<file path="src/rtl/divider_4bit.sv">
// divider_4bit
// Sequential unsigned restoring divider. A dividend/divisor pair is accepted
// through a valid/ready handshake. Quotient and remainder are then produced one
// bit per clock. The result is held until it is taken through a second
// valid/ready handshake. A zero divisor skips the iteration and goes straight to
// the result, which is then quotient = all ones, remainder = dividend, and the
// divByZero flag set.
//
// Ports
//   clock         rising-edge clock
//   reset         asynchronous, active-high; returns to IDLE
//   io_in_valid   pair offered            io_in_ready   accepting (IDLE only)
//   io_dividend   unsigned dividend       io_divisor    unsigned divisor
//   io_out_valid  result held (DONE)      io_out_ready  consumer takes result
//   io_quotient   unsigned quotient       io_remainder  unsigned remainder
//   io_divByZero  result came from a zero divisor
// Result ports read 0 outside DONE.
module divider_4bit #(
  parameter int WIDTH = 4
) (
  input  logic             clock,
  input  logic             reset,
  input  logic             io_in_valid,
  output logic             io_in_ready,
  input  logic [WIDTH-1:0] io_dividend,
  input  logic [WIDTH-1:0] io_divisor,
  output logic             io_out_valid,
  input  logic             io_out_ready,
  output logic [WIDTH-1:0] io_quotient,
  output logic [WIDTH-1:0] io_remainder,
  output logic             io_divByZero
);

  localparam int CNT_W = $clog2(WIDTH + 1);
  localparam logic [CNT_W-1:0] LAST_STEP = CNT_W'(WIDTH - 1);

  typedef enum logic [1:0] {
    IDLE = 2'd0,
    BUSY = 2'd1,
    DONE = 2'd2
  } state_t;

  state_t           state, state_nx;
  logic [CNT_W-1:0] cnt, cnt_nx;
  logic             dbz, dbz_nx;

  logic [WIDTH-1:0] d_q;
  logic [WIDTH-1:0] q_q;
  logic [WIDTH:0]   r_q;

  logic             accept;
  logic [WIDTH+1:0] trial;
  logic [WIDTH+1:0] diff;
  logic             borrow;
  logic [WIDTH:0]   r_next;

  // Trial subtraction of the divisor from the shifted partial remainder. The
  // result is one bit wider than the operands, so its MSB is the borrow.
  function automatic logic [WIDTH+1:0] trial_sub(input logic [WIDTH+1:0] t,
                                                 input logic [WIDTH-1:0] d);
    return t - {2'b00, d};
  endfunction

  assign io_in_ready  = (state == IDLE) && !reset;
  assign accept       = io_in_valid && io_in_ready;

  // The working remainder stays below the divisor, so r_q[WIDTH] is always 0.
  // Widening T with it keeps the borrow at a fixed bit position.
  assign trial  = {r_q, q_q[WIDTH-1]};
  assign diff   = trial_sub(trial, d_q);
  assign borrow = diff[WIDTH+1];
  assign r_next = borrow ? trial[WIDTH:0] : diff[WIDTH:0];

  // Control state register
  always_ff @(posedge clock or posedge reset) begin
    if (reset) begin
      state <= IDLE;
      cnt   <= '0;
      dbz   <= 1'b0;
    end else begin
      state <= state_nx;
      cnt   <= cnt_nx;
      dbz   <= dbz_nx;
    end
  end

  always_comb begin
    state_nx = state;
    cnt_nx   = cnt;
    dbz_nx   = dbz;
    case (state)
      IDLE: begin
        if (accept) begin
          cnt_nx = '0;
          if (io_divisor == '0) begin
            dbz_nx   = 1'b1;
            state_nx = DONE;
          end else begin
            dbz_nx   = 1'b0;
            state_nx = BUSY;
          end
        end
      end
      BUSY: begin
        cnt_nx = cnt + CNT_W'(1);
        if (cnt == LAST_STEP) begin
          state_nx = DONE;
        end
      end
      DONE: begin
        if (io_out_ready) begin
          state_nx = IDLE;
        end
      end
      default: state_nx = IDLE;
    endcase
  end

  // Datapath registers. These are only observable in DONE, so they need no reset.
  always_ff @(posedge clock) begin
    if (accept) begin
      d_q <= io_divisor;
      if (io_divisor == '0) begin
        q_q <= '1;
        r_q <= {1'b0, io_dividend};
      end else begin
        q_q <= io_dividend;
        r_q <= '0;
      end
    end else if (state == BUSY) begin
      r_q <= r_next;
      q_q <= {q_q[WIDTH-2:0], ~borrow};
    end
  end

  // Result ports
  always_comb begin
    io_out_valid = 1'b0;
    io_quotient  = '0;
    io_remainder = '0;
    io_divByZero = 1'b0;
    if (state == DONE) begin
      io_out_valid = 1'b1;
      io_quotient  = q_q;
      io_remainder = r_q[WIDTH-1:0];
      io_divByZero = dbz;
    end
  end

endmodule

</file>
<file path="config.mk">
export PLATFORM = sky130hd
export DESIGN_NAME = divider_4bit
export DESIGN_NICKNAME = d
export VERILOG_FILES = /design/src/rtl/divider_4bit.sv
export SDC_FILE = /design/constraint.sdc
export NUM_CORES = 1
export LEC_CHECK = 0
export CORE_MARGIN = 8
export CORE_UTILIZATION = 50
export DETAILED_ROUTE_END_ITERATION = 8
export PLACE_DENSITY = 0.79
export SKIP_LAST_GASP = 1
export SLEW_MARGIN = 20
export SYNTH_ARGS = -nofsm -noshare
export SYNTH_HDL_FRONTEND = slang
export SYNTH_SLANG_ARGS = --single-unit
export TNS_END_PERCENT = 5
</file>
<file path="constraint.sdc">
create_clock -name clock -period 2.6 [get_ports clock]
set_clock_uncertainty 0.2 [all_clocks]
set_input_delay 0.26 -clock clock [delete_from_list [all_inputs] [get_ports clock]]
set_output_delay 0.26 -clock clock [all_outputs]
set_load 0.1 [all_outputs]
</file>
==> metrics.md, run 1 <==
| Metric | Value |
|---|---|
| Status | `complete, no violations` |
| Fin area | `1520 um^2` |
| CTS Root Cell | `clkbuf_4` |
| Fillers | `between 150 and 200` |
| I/O Pins | `23` |
| Final routed DRC violation total | `0` |
| Die height | `about 64 um` |
| First-pass GRT wire length | `about 4200 um` |
| Routed Antenna Nets | `0` |
| CTS Buf Count | `3` |
| Multi-input gate area | `553 um^2` |
| Synthesis-to-layout area growth | `34.4%` |
| Crit-path cells | `inv_1 > ha_1 > inv_1 > fa_1 > a21o_1 > a21oi_1 > o2111ai_1 > xor2_1 > nor2_1` |
| Antenna Cells | `0` |
| Core area | `approximately 2200 um^2` |
| Yosys reg bits | `19` |
| Switching power | `about 0.00078 W` |
| Clk Latency, worst-skew pair | `0.29 ns` |
| Setup Crit Path Kind | `register to register` |
| Tot GR Track Use | `0.125` |
| CTS tree | `done` |
| Via Count | `approximately 920` |
| Power share of the combinational group | `0.561` |
| Syn Nets | `between 100 and 150` |
| Worst Hold Class | `input port to async pin` |
| Final Hold Vio Count | `0` |
| Power per Cell Area | `roughly 1100 nW/um^2` |
| Slew Limit Fails | `0` |
| Share of layout cells above drive strength 1 | `0.184` |
| Total power | `about 0.0017 W` |
| Internal power | `roughly 0.00094 W` |
| Slew HR | `0.615` |
| Slowest CP cell | `fa_1` |
| Drt first pass iters | `4` |
| Leak | `between 0.6 and 0.7 nW` |
| Final setup viols | `0` |
| Final Net Count | `between 150 and 200` |
| Syn Area/Cell | `between 10 and 15 um^2` |
| Tmin final | `around 2.3 ns` |
| Synth cell types | `36` |
| Post-CTS Setup Bufs | `0` |
| Sw frac | `0.452` |
| Register area | `about 540 um^2` |
| Most frequent cells in the layout | `13 x edfxtp_1, 11 x inv_1, 11 x clkdlybuf4s50_1, 9 x nand2_1, 9 x buf_12` |
| RSZ-0062 raised after global routing | `false` |
| Initial antenna violation count | `0` |
| WP data arrival | `~2.1 ns` |
| Post-synth EDFFs | `13` |
| Largest net degree at the start of global routing | `15` |
| Fmax | `438 MHz` |
| Share of synthesized flip-flops with an asynchronous set or reset | `0.316` |
| Final global-route overflow total | `0` |
| Synth Warn # | `0` |
| Flop pwr share | `0.355` |
| Fin cells | `around 160` |
| Post-synthesis sequential area ratio | `0.477` |
| HPWL Detailed | `a little under 2000 um` |
| Commonest non-fill, non-tap cell in the layout | `edfxtp_1` |
| Total clock sinks | `19` |
| Cell mode on critical path | `inv_1` |
| # H-tree levels | `1` |
| MaxCap Viol Count | `0` |
| Fin Setup TNS | `0 ns` |
| Initial Util | `0.522` |
| Clock network fraction of total power | `0.084` |
| Die area | `just over 4000 um^2` |
| # resized after CTS | `0` |
| Tightest Pin Transition | `0.576 ns` |
| Die width | `roughly 64 um` |
| Part of the cycle the worst path needs | `0.878` |
| Syn Std Cell Area | `about 1100 um^2` |
| CP Launch Type | `register` |
| Peak VDD IR | `roughly 0.56 mV` |
| Clock Tree Buf Depth | `2` |
| Crit-path max FO | `3` |
| Worst-path clk slew | `about 0.11 ns` |
| DR WL/cell | `15.0 um` |
| Crit. End Element | `register` |
| Worst Path Required | `between 2 and 2.5 ns` |
| Placed cell count | `160` |
| Cells after Synth | `110` |
| Min Hold Slack | `around 0.084 ns` |
| Synth Flop Type | `edfxtp_1` |
| Row cnt | `17` |
| Cells on worst reg2reg path | `9` |
| Vias in the first global route | `between 900 and 1,000` |
| Slowest stage delay, CP | `~0.4 ns` |
| Post-Route WL | `around 2500 um` |
| Post-CTS Hold Fix Bufs | `0` |
| Vias/cell | `roughly 5.6` |
| First DRT Iteration DRCs | `53` |
| Routability Congestion | `0.768` |
| Post-Place Cell Area | `roughly 1500 um^2` |
| # port buffers | `22` |
-- state kept, by name (all words and copies together), names as in the netlist --
name and cells:
dbz 1, cnt 3, r_q 5, state 2
q_q 4, d_q 4
-- cell usage after synthesis (2+ instances only) --
library cell,instances,area share
a21o_1,2,0.013
a21oi_1,5,0.022
inv_1,11,0.036
clkbuf_1,2,0.0066
and2_1,8,0.044
ha_1,6,0.066
nand2_1,9,0.030
dfrtp_1,6,0.13
edfxtp_1,13,0.34
nand3_1,7,0.031
o21ai_0,8,0.035
nor3_1,2,0.0088
nor2_1,7,0.023
nand2b_1,2,0.011
-- power by group through the flow --
stage / sequential, W / clock, W / combinational, W
finish: 0.000611 / 0.000145 / 0.000965
global route: 0.000628 / 0.000159 / 0.00105
CTS: 0.000612 / 0.000151 / 0.000971
detailed placement: 0.000619 / 0 / 0.000962
global placement: 0.000608 / 0 / 0.000923
floorplan: 0.000587 / 0 / 0.000731
-- final cells by class --
class | count | share of cell area
inverters | 11 | 0.0271
repair buffers | 25 | 0.215
well taps | 28 | 0.0230
flip-flops and latches | 19 | 0.355
clock buffers | 4 | 0.0172
multi-input cells | 77 | 0.363
-- critical path, delay by kind of cell (launching register included) --
| family | cells | cell delay (ns) |
|---|---|---|
| flops | 1 | 0.37 |
| buf+inv | 2 | 0.18 |
| simple gates | 1 | 0.05 |
| compound gates | 3 | 0.50 |
| fa+ha+maj | 2 | 0.59 |
| xor+xnor | 1 | 0.16 |
-- path summary, 6_finish.rpt --
kind	end	start	slack, ns
min	state[0]$_DFFE_PP0P_	reset	0.08
max reg2reg	r_q[4]$_SDFFCE_PP0P_	q_q[3]$_DFFE_PP_	0.32
max in group asynchronous	cnt[0]$_DFFE_PP0P_	reset	1.92
min in group clock	dbz$_DFFE_PP0P_	dbz$_DFFE_PP0P_	0.29
min reg2reg	dbz$_DFFE_PP0P_	dbz$_DFFE_PP0P_	0.29
max	r_q[4]$_SDFFCE_PP0P_	q_q[3]$_DFFE_PP_	0.32
-- stage by stage --
stage,util,setup WS [ns]
floorplan,-,-0.385
global placement,0.690,0.356
detailed placement,0.690,0.340
CTS,0.702,0.307
global route,0.702,0.203
finish,0.702,0.318
-- per-layer routing --
metal,vias to the layer above,global-route usage,part of all wire
li1,443,-,-
met1,439,0.138,0.41
met2,38,0.223,0.53
met3,2,0.0336,0.062
met4,0,0.0474,0.0057
met5,-,0,0
-- cell families after synthesis --
| group | after synthesis | synth area share |
|---|---|---|
| xor+xnor | 2 | 0.0155 |
| mux | 2 | 0.0188 |
| flops | 19 | 0.477 |
| buf+inv | 14 | 0.0475 |
| fa+ha+maj | 7 | 0.0839 |
| simple gates | 41 | 0.196 |
| compound gates | 25 | 0.161 |
Note: power is estimated with default switching activity, not from simulation.
==> run 2, diff against run 1 <==
Settings changed: GPL_ROUTABILITY_DRIVEN set to 0.
==> results of run 2 <==
Same layout as run 1: the final DEF is identical, and so are final timing and power.
